### src/rtl/dsadc_pkg.sv
// rtl/dsadc_pkg.sv - shared types and AFE encodings for the dual-slope ADC sequencer
package dsadc_pkg;

   typedef enum logic [2:0] {
      IDLE,
      WAIT_REF,
      AUTOZERO,
      INTEGRATE,
      DEINT,
      DONE
   } state_e;

   localparam logic [1:0] AFE_SEL_HOLD  = 2'd0;
   localparam logic [1:0] AFE_SEL_AZ    = 2'd1;
   localparam logic [1:0] AFE_SEL_INT   = 2'd2;
   localparam logic [1:0] AFE_SEL_DEINT = 2'd3;

   function automatic logic [1:0] afe_sel_for(state_e s);
      case (s)
         AUTOZERO:  return AFE_SEL_AZ;
         INTEGRATE: return AFE_SEL_INT;
         DEINT:     return AFE_SEL_DEINT;
         default:   return AFE_SEL_HOLD;
      endcase
   endfunction

endpackage

### src/rtl/dsadc_seq_if.sv
// rtl/dsadc_seq_if.sv - control, result and analog-front-end signals of the sequencer
interface dsadc_seq_if #(
   parameter int CNT_W   = 16,
   parameter int RANGE_W = 2
);
   logic               start_i;
   logic [RANGE_W-1:0] range_req_i;
   logic               busy_o;
   logic               done_o;
   logic [CNT_W-1:0]   result_o;
   logic               neg_o;
   logic               ovr_o;
   logic               err_o;
   logic [1:0]         afe_sel_o;
   logic [RANGE_W-1:0] range_sel_o;
   logic               afe_reset_o;
   logic               ref_sign_o;
   logic               comp_i;
   logic               sat_hi_i;
   logic               sat_lo_i;
   logic               ref_ok_i;

   modport slave (
      input  start_i, range_req_i, comp_i, sat_hi_i, sat_lo_i, ref_ok_i,
      output busy_o, done_o, result_o, neg_o, ovr_o, err_o,
             afe_sel_o, range_sel_o, afe_reset_o, ref_sign_o
   );

   modport master (
      output start_i, range_req_i, comp_i, sat_hi_i, sat_lo_i, ref_ok_i,
      input  busy_o, done_o, result_o, neg_o, ovr_o, err_o,
             afe_sel_o, range_sel_o, afe_reset_o, ref_sign_o
   );

endinterface

### src/rtl/sync_2ff.sv
// rtl/sync_2ff.sv - two-flop synchronizer for asynchronous status bits
module sync_2ff #(
   parameter int WIDTH = 1
) (
   input  logic             clk_i,
   input  logic             rst_i,
   input  logic [WIDTH-1:0] d_i,
   output logic [WIDTH-1:0] q_o
);
   logic [WIDTH-1:0] meta_q, meta_d;
   logic [WIDTH-1:0] sync_q, sync_d;

   always_comb begin
      meta_d = d_i;
      sync_d = meta_q;
   end

   always_ff @(posedge clk_i or posedge rst_i) begin
      if (rst_i) begin
         meta_q <= '0;
         sync_q <= '0;
      end else begin
         meta_q <= meta_d;
         sync_q <= sync_d;
      end
   end

   assign q_o = sync_q;

endmodule

### src/rtl/dsadc_seq.sv
// rtl/dsadc_seq.sv - autozero / integrate / de-integrate sequencer returning a signed, range-tagged count
module dsadc_seq
   import dsadc_pkg::*;
#(
   parameter int CNT_W       = 16,
   parameter int RANGE_W     = 2,
   parameter int T_AZ        = 64,
   parameter int T_INT       = 1000,
   parameter int T_DEINT_MAX = 2000,
   parameter int T_REF_TO    = 4096
) (
   input  logic       clk_i,
   input  logic       rst_i,
   dsadc_seq_if.slave bus
);
   localparam logic [CNT_W-1:0] AZ_LAST    = CNT_W'(T_AZ - 1);
   localparam logic [CNT_W-1:0] INT_LAST   = CNT_W'(T_INT - 1);
   localparam logic [CNT_W-1:0] DEINT_LAST = CNT_W'(T_DEINT_MAX - 1);
   localparam logic [CNT_W-1:0] REF_LAST   = CNT_W'(T_REF_TO - 1);

   logic [3:0] status_raw;
   logic [3:0] status_s;
   logic       comp_s;
   logic       sat_s;
   logic       ref_ok_s;

   state_e             state_q, state_d;
   logic [CNT_W-1:0]   cnt_q, cnt_d;
   logic               pol_q, pol_d;
   logic [RANGE_W-1:0] range_q, range_d;
   logic [CNT_W-1:0]   result_q, result_d;
   logic               neg_q, neg_d;
   logic               ovr_q, ovr_d;
   logic               err_q, err_d;

   assign status_raw = {bus.comp_i, bus.sat_hi_i, bus.sat_lo_i, bus.ref_ok_i};

   sync_2ff #(.WIDTH(4)) u_sync (
      .clk_i (clk_i),
      .rst_i (rst_i),
      .d_i   (status_raw),
      .q_o   (status_s)
   );

   assign comp_s   = status_s[3];
   assign sat_s    = status_s[2] | status_s[1];
   assign ref_ok_s = status_s[0];

   // One counter serves every phase; each exit clears it for the next phase.
   always_comb begin
      state_d  = state_q;
      cnt_d    = cnt_q;
      pol_d    = pol_q;
      range_d  = range_q;
      result_d = result_q;
      neg_d    = neg_q;
      ovr_d    = ovr_q;
      err_d    = err_q;
      case (state_q)
         IDLE: begin
            if (bus.start_i) begin
               range_d = bus.range_req_i;
               cnt_d   = '0;
               state_d = WAIT_REF;
            end
         end
         WAIT_REF: begin
            if (ref_ok_s) begin
               cnt_d   = '0;
               state_d = AUTOZERO;
            end else if (cnt_q == REF_LAST) begin
               result_d = '0;
               neg_d    = 1'b0;
               ovr_d    = 1'b0;
               err_d    = 1'b1;
               state_d  = DONE;
            end else begin
               cnt_d = cnt_q + CNT_W'(1);
            end
         end
         AUTOZERO: begin
            if (cnt_q == AZ_LAST) begin
               cnt_d   = '0;
               state_d = INTEGRATE;
            end else begin
               cnt_d = cnt_q + CNT_W'(1);
            end
         end
         INTEGRATE: begin
            if (sat_s) begin
               result_d = '1;
               neg_d    = 1'b0;
               ovr_d    = 1'b1;
               err_d    = 1'b0;
               state_d  = DONE;
            end else if (cnt_q == INT_LAST) begin
               pol_d   = comp_s;
               cnt_d   = '0;
               state_d = DEINT;
            end else begin
               cnt_d = cnt_q + CNT_W'(1);
            end
         end
         DEINT: begin
            // A crossing on the limit cycle still counts as an in-range result.
            if (comp_s != pol_q) begin
               result_d = cnt_q;
               neg_d    = pol_q;
               ovr_d    = 1'b0;
               err_d    = 1'b0;
               state_d  = DONE;
            end else if (cnt_q == DEINT_LAST) begin
               result_d = DEINT_LAST;
               neg_d    = pol_q;
               ovr_d    = 1'b1;
               err_d    = 1'b0;
               state_d  = DONE;
            end else begin
               cnt_d = cnt_q + CNT_W'(1);
            end
         end
         DONE: begin
            state_d = IDLE;
         end
         default: begin
            state_d = IDLE;
         end
      endcase
   end

   always_ff @(posedge clk_i or posedge rst_i) begin
      if (rst_i) begin
         state_q  <= IDLE;
         cnt_q    <= '0;
         pol_q    <= 1'b0;
         range_q  <= '0;
         result_q <= '0;
         neg_q    <= 1'b0;
         ovr_q    <= 1'b0;
         err_q    <= 1'b0;
      end else begin
         state_q  <= state_d;
         cnt_q    <= cnt_d;
         pol_q    <= pol_d;
         range_q  <= range_d;
         result_q <= result_d;
         neg_q    <= neg_d;
         ovr_q    <= ovr_d;
         err_q    <= err_d;
      end
   end

   assign bus.busy_o      = (state_q != IDLE);
   assign bus.done_o      = (state_q == DONE);
   assign bus.result_o    = result_q;
   assign bus.neg_o       = neg_q;
   assign bus.ovr_o       = ovr_q;
   assign bus.err_o       = err_q;
   assign bus.afe_sel_o   = afe_sel_for(state_q);
   assign bus.range_sel_o = range_q;
   assign bus.afe_reset_o = !((state_q == INTEGRATE) || (state_q == DEINT));
   assign bus.ref_sign_o  = (state_q == DEINT) && !pol_q;

endmodule
### src/flat_wrapper.sv
// flat-port wrapper written by rule: the top's interface ports become plain ports
module dsadc_seq_flat import dsadc_pkg::*;
#(
   parameter int CNT_W       = 16,
   parameter int RANGE_W     = 2,
   parameter int T_AZ        = 64,
   parameter int T_INT       = 1000,
   parameter int T_DEINT_MAX = 2000,
   parameter int T_REF_TO    = 4096
)
  (clk_i, rst_i, bus_start_i, bus_range_req_i, bus_comp_i, bus_sat_hi_i, bus_sat_lo_i, bus_ref_ok_i, bus_busy_o, bus_done_o, bus_result_o, bus_neg_o, bus_ovr_o, bus_err_o, bus_afe_sel_o, bus_range_sel_o, bus_afe_reset_o, bus_ref_sign_o);
  dsadc_seq_if #(.CNT_W(CNT_W), .RANGE_W(RANGE_W)) bus_i ();
  input  logic clk_i;
  input  logic rst_i;
  input wire logic [$bits(bus_i.start_i)-1:0] bus_start_i;
  input wire logic [$bits(bus_i.range_req_i)-1:0] bus_range_req_i;
  input wire logic [$bits(bus_i.comp_i)-1:0] bus_comp_i;
  input wire logic [$bits(bus_i.sat_hi_i)-1:0] bus_sat_hi_i;
  input wire logic [$bits(bus_i.sat_lo_i)-1:0] bus_sat_lo_i;
  input wire logic [$bits(bus_i.ref_ok_i)-1:0] bus_ref_ok_i;
  output wire logic [$bits(bus_i.busy_o)-1:0] bus_busy_o;
  output wire logic [$bits(bus_i.done_o)-1:0] bus_done_o;
  output wire logic [$bits(bus_i.result_o)-1:0] bus_result_o;
  output wire logic [$bits(bus_i.neg_o)-1:0] bus_neg_o;
  output wire logic [$bits(bus_i.ovr_o)-1:0] bus_ovr_o;
  output wire logic [$bits(bus_i.err_o)-1:0] bus_err_o;
  output wire logic [$bits(bus_i.afe_sel_o)-1:0] bus_afe_sel_o;
  output wire logic [$bits(bus_i.range_sel_o)-1:0] bus_range_sel_o;
  output wire logic [$bits(bus_i.afe_reset_o)-1:0] bus_afe_reset_o;
  output wire logic [$bits(bus_i.ref_sign_o)-1:0] bus_ref_sign_o;
  assign bus_i.start_i = bus_start_i;
  assign bus_i.range_req_i = bus_range_req_i;
  assign bus_i.comp_i = bus_comp_i;
  assign bus_i.sat_hi_i = bus_sat_hi_i;
  assign bus_i.sat_lo_i = bus_sat_lo_i;
  assign bus_i.ref_ok_i = bus_ref_ok_i;
  assign bus_busy_o = bus_i.busy_o;
  assign bus_done_o = bus_i.done_o;
  assign bus_result_o = bus_i.result_o;
  assign bus_neg_o = bus_i.neg_o;
  assign bus_ovr_o = bus_i.ovr_o;
  assign bus_err_o = bus_i.err_o;
  assign bus_afe_sel_o = bus_i.afe_sel_o;
  assign bus_range_sel_o = bus_i.range_sel_o;
  assign bus_afe_reset_o = bus_i.afe_reset_o;
  assign bus_ref_sign_o = bus_i.ref_sign_o;
  dsadc_seq #(.CNT_W(CNT_W), .RANGE_W(RANGE_W), .T_AZ(T_AZ), .T_INT(T_INT), .T_DEINT_MAX(T_DEINT_MAX), .T_REF_TO(T_REF_TO)) u_core (.clk_i(clk_i), .rst_i(rst_i), .bus(bus_i));
endmodule
### config.mk
export PLATFORM = sky130hd
export DESIGN_NAME = dsadc_seq_flat
export DESIGN_NICKNAME = d
export VERILOG_FILES = /design/src/rtl/dsadc_pkg.sv /design/src/rtl/dsadc_seq_if.sv /design/src/rtl/sync_2ff.sv /design/src/rtl/dsadc_seq.sv /design/src/flat_wrapper.sv
export SDC_FILE = /design/constraint.sdc
export NUM_CORES = 1
export LEC_CHECK = 0
export ABC_CLOCK_PERIOD_IN_PS = 2750
export CAP_MARGIN = 40
export CORE_MARGIN = 2
export CORE_UTILIZATION = 54
export CTS_CLUSTER_DIAMETER = 60
export DETAILED_ROUTE_END_ITERATION = 10
export GPL_ROUTABILITY_DRIVEN = 0
export MAX_ROUTING_LAYER = met4
export PLACE_DENSITY_LB_ADDON = 0.08
export SKIP_LAST_GASP = 1
export SLEW_MARGIN = 30
export SYNTH_ARGS = -nofsm -noshare
export SYNTH_HDL_FRONTEND = slang
export SYNTH_SLANG_ARGS = --single-unit
### constraint.sdc
create_clock -name clk_i -period 2.75 [get_ports clk_i]
set_input_delay 0.825 -clock clk_i [delete_from_list [all_inputs] [get_ports clk_i]]
set_output_delay 0.825 -clock clk_i [all_outputs]
set_load 0.02 [all_outputs]
==> results of run 1 <==
## registers in the layout, summed over array words and instances (netlist names)
name	cells
u_core.bus.err_o	1
u_core.bus.neg_o	1
u_core.bus.ovr_o	1
u_core.bus.range_sel_o	2
u_core.bus.result_o	16
u_core.cnt_q	16
u_core.pol_q	1
u_core.state_q	3
u_core.u_sync.meta_q	4
u_core.u_sync.q_o	4
## metrics by stage
step | hold slack [ns] | cells | setup WS (ns) | utilization
floorplan | 0.331 | 241 | 0.348 | -
global placement | 0.335 | 333 | 0.121 | 0.671
detailed placement | 0.337 | 333 | 0.0818 | 0.671
CTS | 0.357 | 341 | 0.0289 | 0.702
global route | 0.363 | 342 | 0.0474 | 0.705
finish | 0.354 | 342 | 0.130 | 0.705
## worst register-to-register path, cell delays in order, from the launching register on
cell,delay [ns]
dfrtp_1,0.39
or4_1,0.56
or3_4,0.36
or4_4,0.52
nand3_1,0.11
and4bb_4,0.36
o21ba_2,0.19
## Yosys cell counts, drive strengths merged (3+ instances only)
master | number | area [µm²]
inv | 7 | 26.3
nor2 | 20 | 75.1
nor3 | 4 | 20.0
clkbuf | 7 | 26.3
buf | 3 | 21.3
or4 | 5 | 41.3
mux2 | 5 | 56.3
o21ai | 10 | 50.1
o22a | 9 | 78.8
a21oi | 5 | 25.0
nand2 | 22 | 82.6
or3 | 3 | 23.8
xor2 | 8 | 70.1
nand3 | 11 | 55.1
and3 | 9 | 57.6
dfrtp | 49 | 1230
a2bb2oi | 7 | 61.3
xnor2 | 4 | 35.0
nand4 | 9 | 56.3
and2 | 12 | 75.1
nor4 | 6 | 37.5
## power groups by stage
stage / clock network (µW) / logic (µW) / registers, µW
detailed placement: 0 / 1440 / 1010
global route: 643 / 1560 / 1020
floorplan: 0 / 732 / 1150
finish: 607 / 1440 / 991
global placement: 0 / 1410 / 1000
CTS: 617 / 1440 / 994
## how the worst max path moves through the flow
stage | endpoint | from | cells past startpoint
CTS | bus_ref_sign_o | u_core.state_q[1] | 3
global route | bus_done_o | u_core.state_q[1] | 4
floorplan | u_core.cnt_q[13] | u_core.cnt_q[13] | 7
detailed placement | u_core.cnt_q[10] | bus_start_i | 8
global placement | u_core.cnt_q[10] | bus_start_i | 8
finish | bus_done_o | u_core.state_q[1] | 4
## cells by family (layout without fill, tap and decap cells)
logic type,count (synthesis),in the layout,share of synthesized area
muxes,6,6,0.0273
buffers and inverters,17,66,0.0304
and+or+nand+nor,113,113,0.259
AOI/OAI and AO/OA,43,43,0.129
xor gates and xnor gates,12,12,0.0433
adders and majority gates,1,1,0.00515
DFF,49,49,0.505
## cells in the final DEF, fill, tap and decap left out, types with 4 or more instances in the layout
cell type	instances
dfrtp_1	49
clkdlybuf4s50_1	32
nand2_1	22
nor2_1	20
buf_4	14
and2_1	12
nand3_1	11
o21ai_0	10
nand4_1	9
o22a_1	9
and3_1	8
xor2_1	8
a2bb2oi_1	7
nor4_1	6
inv_1	6
a21oi_1	5
mux2_2	5
clkbuf_8	5
or4_1	4
xnor2_1	4
nor3_1	4
## cell type report
class | count | area share
clock buffer | 5 | 0.0224
clock inverter | 3 | 0.0224
inverter | 7 | 0.00856
multi-input combinational | 175 | 0.367
sequential | 49 | 0.400
tap | 52 | 0.0212
timing repair buffer | 51 | 0.159
## per-layer routing
layer,vias to the layer above,part of all wire
li1,970,-
met1,974,0.44
met2,89,0.46
met3,9,0.076
met4,0,0.018
met5,-,0
==> reports/results.txt, run 1 <==
Ys Warns - 0
unrepaired setup endpoints after global routing - false
Reg2Reg Setup Slack - 0.15 ns
Post-synth EDFFs - 0
share of post-route cells with drive strength above 1 - 0.128
Routed Antenna Nets - 0
grt met1 use - 0.336
Max Cap Viol - 0
Int Power - 1940 µW
Worst Path Max Fanout - 12
number of antenna violations at the first check in global routing - 0
Gate power share - 0.474
R2R cell count - 6
hold-fix buffers at CTS - 0
VDD IR max - 0.483 mV
switching part of the total - 0.363
Starting Density - 0.557
Area Overhead vs Synth - 26.4%
Design Area, Final - 0.00307 mm²
# DRC - 0
GRT Util Overall - 0.243
met2 Usage GRT - 0.360
Crit-path slowest cell - clkdlybuf4s50_1
busiest layer in global routing - met2
Setup CP Type - flip-flop to output port
Longest Clk Path Bufs - 2
wire length of the first global-routing pass - 9.43 mm
worst min path class - flip-flop to flip-flop
FP Rows - 24
Setup crit start kind - flip-flop
placed cell area - 0.00292 mm²
FF/Latch Area - 0.00123 mm²
critical-path cell list - buf_4 -> inv_1 -> and3_1 -> clkdlybuf4s50_1
Mapped Area - 0.00243 mm²
critical path required time - 1.93 ns
hold depth - 0
die area - 0.00505 mm²
via-per-instance ratio - 5.97
synthesized flop and latch total - 49
ys async rst share - 1.00
# diodes - 0
1st-iter DRT viols - 135
overall power - 3040 µW
Syn Inst Count - 241
worst skew pair latency - 0.30 ns
Syn Nets - 251
vias in the first global route - 1,956
clk_skew - 0.0126 ns
CP delay by family, top - buffers and inverters
Top FF cell, synth - dfrtp_1
Worst Hold Path EP - u_core.u_sync.q_o[1]
post-route setup TNS - 0 ns
input/output buffers - 35
CTS tree - done
f_max - 382 MHz
largest net degree at the start of global routing - 28
Pwr Density - 990 mW/mm²
NetSw - 1100 µW
crit end category - output port
syn avg cell area - 10.1 µm²
Seq/Total Area, Yosys - 0.505
Final nets - 299
worst rel slew slack - 0.628
number of distinct library cells after synthesis - 45
post-route minimum period - 2.62 ns
max-slew violation count - 0
final wirelength - 5.47 mm
status - finished clean
Worst-path clk slew - 0.09 ns
sequential fraction of design power - 0.326
clk root buf - clkbuf_8
Worst EP arrival - 1.79 ns
fill cell count - 333
Ports - 36
final setup violation count - 0
area of the multi-input gates - 0.00113 mm²
# Post-CTS Setup Buffers - 0
CP Buf/Inv Count - 3
Leakage - 0.00130 µW
max incr delay on CP - 0.59 ns
worst r2r src - u_core.cnt_q[13]
Core Area - 0.00435 mm²
Pre-Repair DR Iteration Count - 5
reg2reg end - u_core.cnt_q[10]
total grt overflow - 0
chip height - 71.0 µm
routed len/inst - 16.0 µm
Tightest Pin Transition - 0.552 ns
period utilisation layout - 0.953
clock power share - 0.200
H-Tree Depth - 2
DIE WIDTH - 71.0 µm
CTS buffer count - 5
Final Hold Viols - 0
Resized cells post-CTS - 1
met3 Use GR - 0.0499
DP HPWL - 3.96 mm
HP Start - u_core.u_sync.meta_q[1]
Num Clock Sinks - 49
Vias - 2,042
Note: power is estimated with default switching activity, not from simulation.
==> run 2, diff against run 1 <==
--- a/config.mk
+++ b/config.mk
@@ -7,7 +7,6 @@
 export LEC_CHECK = 0
 export ABC_CLOCK_PERIOD_IN_PS = 2750
 export CAP_MARGIN = 40
-export CORE_MARGIN = 2
 export CORE_UTILIZATION = 54
 export CTS_CLUSTER_DIAMETER = 60
 export DETAILED_ROUTE_END_ITERATION = 10
==> run 2 against run 1 <==
  * Cell count is 0.29% higher
  * Via count hardly changed
  * Die area is 5.6% lower
  * Maximum frequency is 1.3% lower
  * Sequential share of layout area is 0.46 points higher
  * Non-clock buffer count is 1 higher
  * Combinational power hardly changed
  * Design area is 1.1% lower
  * Global-route usage is 0.67 points higher
==> reports/results.txt, run 2 (synthesis results as in run 1) <==
DP HPWL - 3.95 mm (-0.27%)
Ports - 36 (unchanged)
NetSw - 1120 µW (+1.9%)
crit path launch - u_core.state_q[1]
Leakage - 0.00128 µW (-1.6%)
R2R cell count - 6 (unchanged)
overall power - 2890 µW (-4.8%)
Final nets - 300 (+0.33%)
chip height - 69.0 µm (-2.8%)
commonest non-fill, non-tap cell in the layout - dfrtp_1
Num Clock Sinks - 49 (unchanged)
Worst Path Max Fanout - 12 (unchanged)
max-slew violation count - 0 (unchanged)
worst min path class - flip-flop to flip-flop
switching part of the total - 0.388 (+0.0254)
worst skew pair latency - 0.32 ns (+0.02 ns)
Tightest Pin Transition - 0.766 ns (+0.214 ns)
Max Cap Viol - 0 (unchanged)
crit end category - output port
Worst EP arrival - 1.83 ns (+0.04 ns)
post-route setup TNS - 0 ns (unchanged)
fill cell count - 364 (+9.3%)
DIE WIDTH - 69.0 µm (-2.8%)
FP Rows - 24 (unchanged)
largest net degree at the start of global routing - 31 (+11%)
clock power share - 0.155 (-0.045)
HP Start - u_core.u_sync.meta_q[2]
# Post-CTS Setup Buffers - 0 (unchanged)
Final Hold Viols - 0 (unchanged)
reg2reg end - u_core.cnt_q[10]
share of post-route cells with drive strength above 1 - 0.131 (+0.00300)
Pwr Density - 954 mW/mm² (-3.7%)
H-Tree Depth - 2 (unchanged)
# DRC - 0 (unchanged)
Starting Density - 0.561 (+0.00387)
final wirelength - 5.45 mm (-0.22%)
wire length of the first global-routing pass - 9.16 mm (-2.9%)
Pre-Repair DR Iteration Count - 4 (-1)
Vias - 2,041 (-0.049%)
worst rel slew slack - 0.487 (-0.141)
die area - 0.00477 mm² (-5.6%)
hold_ws - 0.354 ns (+0.000150 ns)
unrepaired setup endpoints after global routing - false
Worst-path clk slew - 0.10 ns (about the same)
1st-iter DRT viols - 139 (+3.0%)
sequential fraction of design power - 0.342 (+0.016)
Reg2Reg Setup Slack - 0.1 ns (-0.05 ns)
status - finished clean
f_max - 377 MHz (-1.3%)
clk root buf - clkbuf_8
routed len/inst - 15.9 µm (-0.51%)
Int Power - 1770 µW (-8.6%)
Setup CP Type - flip-flop to output port
Worst setup endpoint - bus_done_o
post-route minimum period - 2.65 ns (+0.0332 ns)
# diodes - 0 (unchanged)
Core Area - 0.00432 mm² (-0.69%)
VDD IR max - 0.525 mV (+8.8%)
total grt overflow - 0 (unchanged)
placed cell area - 0.00294 mm² (+0.51%)
most frequent cells in the layout - dfrtp_1 (49), clkdlybuf4s50_1 (32), nand2_1 (22)
Design Area, Final - 0.00303 mm² (-1.1%)
critical path required time - 1.93 ns (about the same)
CTS tree - done
GRT Util Overall - 0.249 (+0.00668)
number of antenna violations at the first check in global routing - 0 (unchanged)
input/output buffers - 35 (unchanged)
period utilisation layout - 0.965 (+0.0121)
vias in the first global route - 1,973 (+0.87%)
CTS buffer count - 5 (unchanged)
final setup violation count - 0 (unchanged)
clk_skew - 0.00912 ns (-0.00349 ns)
worst r2r src - u_core.cnt_q[15]
Setup crit start kind - flip-flop
Longest Clk Path Bufs - 2 (unchanged)
Routed Antenna Nets - 0 (unchanged)
Area Overhead vs Synth - 25.0%
Gate power share - 0.503 (+0.029)
via-per-instance ratio - 5.95 (-0.34%)
## run 2: cell types whose count changed in the layout (fill, tap and decap cells not counted), sizes merged
cell,previous run,this run
buf,15,17
clkbuf,6,5
clkinvlp,0,2
bufinv,2,0
## run 2: worst max-delay path, stage by stage (launching register included)
cell and delay [ns]:
dfrtp_1 0.38, buf_4 0.18, inv_1 0.18, and3_1 0.18
clkdlybuf4s50_1 0.59
## run 2: repair_timing
action | 4_1_cts | 5_1_grt
pin swaps | 0 | 0
setup endpoints to repair | 1 | 2
resized for setup | 1 | 2
endpoints found under the hold margin | 0 | 0
hold buffers | 0 | 0
## run 2: power by group through the flow
stage | logic, µW | registers (µW) | clock network, µW
floorplan | 732 | 1150 | 0
detailed placement | 1450 | 1010 | 0
global placement | 1430 | 996 | 0
finish | 1460 | 988 | 449
global route | 1560 | 1010 | 478
CTS | 1450 | 989 | 458
## run 2: how the worst min path moves through the flow
stage / to / cells past startpoint
2_1_floorplan: u_core.u_sync.q_o[0] / 0
3_3_place_gp: u_core.u_sync.q_o[1] / 0
3_5_place_dp: u_core.u_sync.q_o[2] / 0
4_1_cts: u_core.u_sync.q_o[2] / 0
5_1_grt: u_core.u_sync.q_o[3] / 0
6_report: u_core.u_sync.q_o[2] / 0
## run 2: layout make-up
| cell class | count | area, µm² | share of cell area |
|---|---|---|---|
| clock buffer | 5 | 68.8 | 0.0227 |
| clock inverter | 3 | 26.3 | 0.00866 |
| inverter | 7 | 26.3 | 0.00866 |
| multi-input combinational | 175 | 1130 | 0.372 |
| sequential | 49 | 1230 | 0.404 |
| tap | 52 | 65.1 | 0.0214 |
| timing repair buffer | 52 | 494 | 0.163 |
## run 2: routing by layer
metal  wire length [µm]  global-route usage  share of wire  vias to the layer above
met3                330              0.0541          0.061                       13
li1                   -                   -              -                      966
met2               2510               0.371           0.46                       68
met1               2490               0.332           0.46                      994
met5                  0                   -              0                        -
met4                128               0.104          0.023                        0
## run 2: per-stage QoR
| step | util | cells | setup WS [ns] |
|---|---|---|---|
| 2_1_floorplan | - | 241 | 0.348 |
| 3_3_place_gp | 0.679 | 335 | 0.0731 |
| 3_5_place_dp | 0.679 | 335 | 0.0371 |
| 4_1_cts | 0.701 | 343 | 0.0236 |
| 5_1_grt | 0.702 | 343 | 0.0396 |
| 6_report | 0.702 | 343 | 0.0969 |
==> run 3, diff against run 2 <==
--- a/config.mk
+++ b/config.mk
@@ -5,9 +5,9 @@
 export SDC_FILE = /design/constraint.sdc
 export NUM_CORES = 1
 export LEC_CHECK = 0
-export ABC_CLOCK_PERIOD_IN_PS = 2750
+export ABC_CLOCK_PERIOD_IN_PS = 3250
 export CAP_MARGIN = 40
-export CORE_UTILIZATION = 54
+export CORE_UTILIZATION = 56
 export CTS_CLUSTER_DIAMETER = 60
 export DETAILED_ROUTE_END_ITERATION = 10
 export GPL_ROUTABILITY_DRIVEN = 0
==> constraint.sdc (replaced) <==
create_clock -name clk_i -period 3.25 [get_ports clk_i]
set_input_delay 0.975 -clock clk_i [delete_from_list [all_inputs] [get_ports clk_i]]
set_output_delay 0.975 -clock clk_i [all_outputs]
set_load 0.02 [all_outputs]
==> run 3 against run 2 <==
  * Critical path depth decreased by 1
  * Highest routed layer unchanged
  * Sequential power decreased by 13%
  * Cell count down 3.2%
  * Total power shrank 15%
  * Design area fell by 1.7%
  * Clock skew shrank 0.0054 ns
  * Utilization grew 2.8 points
  * Die area shrank 3.5%
  * Via count decreased by 0.64%
==> reports/results.txt, run 3 (synthesis results as in run 1) <==
Max Cap Viol - 0 (unchanged)
hold-fix buffers at CTS - 0 (unchanged)
# Post-CTS Setup Buffers - 0 (unchanged)
die area - 0.00460 mm² (-3.5%)
DP HPWL - 3.66 mm (-7.4%)
Setup CP Type - flip-flop to output port
GRT Util Overall - 0.270 (+0.0201)
area of the multi-input gates - 0.00113 mm² (unchanged)
# DRC - 0 (unchanged)
final wirelength - 5.24 mm (-3.8%)
fill cell count - 316 (-13%)
max-slew violation count - 0 (unchanged)
# diodes - 0 (unchanged)
critical-path cell list - or3b_1 -> o21ai_0 -> clkdlybuf4s50_1
wire length of the first global-routing pass - 8.69 mm (-5.1%)
input/output buffers - 35 (unchanged)
worst min path class - flip-flop to flip-flop
via-per-instance ratio - 6.11 (+2.7%)
commonest non-fill, non-tap cell in the layout - dfrtp_1
post-route minimum period - 3.08 ns
CTS buffer count - 5 (unchanged)
Final Hold Viols - 0 (unchanged)
Resized cells post-CTS - 0 (-1)
crit end category - output port
most frequent cells in the layout - dfrtp_1 (49), clkdlybuf4s50_1 (35), nand2_1 (22)
Ports - 36 (unchanged)
total grt overflow - 0 (unchanged)
H-Tree Depth - 2 (unchanged)
status - finished clean
Worst-path clk slew - 0.08 ns (-0.02 ns)
Starting Density - 0.594 (+0.0327)
final setup violation count - 0 (unchanged)
critical path required time - 2.27 ns (+0.34 ns)
routed len/inst - 15.8 µm (-0.65%)
Area Overhead vs Synth - 22.8%
1st-iter DRT viols - 158 (+14%)
period utilisation layout - 0.949
Longest Clk Path Bufs - 2 (unchanged)
unrepaired setup endpoints after global routing - false
Setup crit start kind - flip-flop
Final nets - 291 (-3.0%)
Vias - 2,028 (-0.64%)
post-route setup TNS - 0 ns (unchanged)
CP Buf/Inv Count - 1 (-2)
clk root buf - clkbuf_8
worst rel slew slack - 0.508 (+0.0207)
Crit-path slowest cell - clkdlybuf4s50_1
share of post-route cells with drive strength above 1 - 0.0993 (-0.0313)
vias in the first global route - 1,898 (-3.8%)
clk_skew - 0.00368 ns (-0.00544 ns)
Worst Path Max Fanout - 15 (+3)
DIE WIDTH - 67.8 µm (-1.8%)
CP delay by family, top - buffers and inverters
Pwr Density - 827 mW/mm² (-13%)
max incr delay on CP - 0.64 ns (+0.05 ns)
Worst EP arrival - 2.11 ns (+0.28 ns)
f_max - 324 MHz
number of antenna violations at the first check in global routing - 0 (unchanged)
Non-Filler Instances - 332 (-3.2%)
FF/Latch Area - 0.00123 mm² (unchanged)
CTS tree - done
VDD IR max - 0.487 mV (-7.2%)
Leakage - 0.00123 µW (-4.0%)
Core Area - 0.00409 mm² (-5.5%)
FP Rows - 23 (-4.2%)
chip height - 67.8 µm (-1.8%)
Num Clock Sinks - 49 (unchanged)
largest net degree at the start of global routing - 50 (+61%)
worst skew pair latency - 0.30 ns (-0.02 ns)
Routed Antenna Nets - 0 (unchanged)
Placed Cells - 324 (-3.3%)
Tightest Pin Transition - 0.735 ns (-0.0309 ns)
Pre-Repair DR Iteration Count - 4 (unchanged)
[run 3: per-layer routing]
metal	track usage	part of all wire	vias to the layer above
met5	-	0	-
met3	0.0767	0.085	18
met2	0.395	0.45	104
met4	0.130	0.033	0
li1	-	-	950
met1	0.343	0.44	956
[run 3: layout make-up]
type                            count  share of cell area
Clock buffer                        7              0.0290
Clock inverter                      1              0.0101
Inverter                            7             0.00881
Multi-Input combinational cell    175               0.378
Sequential cell                    49               0.411
Tap cell                           50              0.0210
Timing Repair Buffer               43               0.142
[run 3: worst reg2reg max path: cells and delay by family, from the launching register on]
family / cells / cell delay [ns]
compound gates: 1 / 0.19
flops: 1 / 0.46
simple gates: 5 / 1.95
[run 3: power by group]
group	internal [µW]	leakage [µW]	total (µW)	switching, µW
Combinational	550	0.000572	1160	614
Clock	251	0.0000585	443	192
Sequential	753	0.000598	859	106
Total	1550	0.00123	2470	913
[run 3: path summary, 6_finish.rpt]
path | from | endpoint | slack [ns] | cells after the start
max | u_core.state_q[0] | bus_afe_sel_o[1] | 0.17 | 3
min | u_core.u_sync.meta_q[1] | u_core.u_sync.q_o[1] | 0.35 | 0
max reg2reg | u_core.cnt_q[12] | u_core.cnt_q[10] | 0.55 | 6
min reg2reg | u_core.u_sync.meta_q[1] | u_core.u_sync.q_o[1] | 0.35 | 0
max in group asynchronous | rst_i | u_core.bus.neg_o | 2.01 | 3
min in group asynchronous | rst_i | u_core.u_sync.meta_q[1] | 1.02 | 3
[run 3: stage by stage]
step | util | cell area (µm²) | hold WS (ns) | total power (µW) | worst slack (ns)
floorplan | - | 2430 | 0.331 | 1590 | 0.848
global placement | 0.701 | 2870 | 0.333 | 2000 | 0.233
detailed placement | 0.701 | 2870 | 0.336 | 2030 | 0.169
CTS | 0.730 | 2980 | 0.355 | 2480 | 0.181
global route | 0.730 | 2980 | 0.363 | 2620 | 0.0938
finish | 0.730 | 2980 | 0.354 | 2470 | 0.167
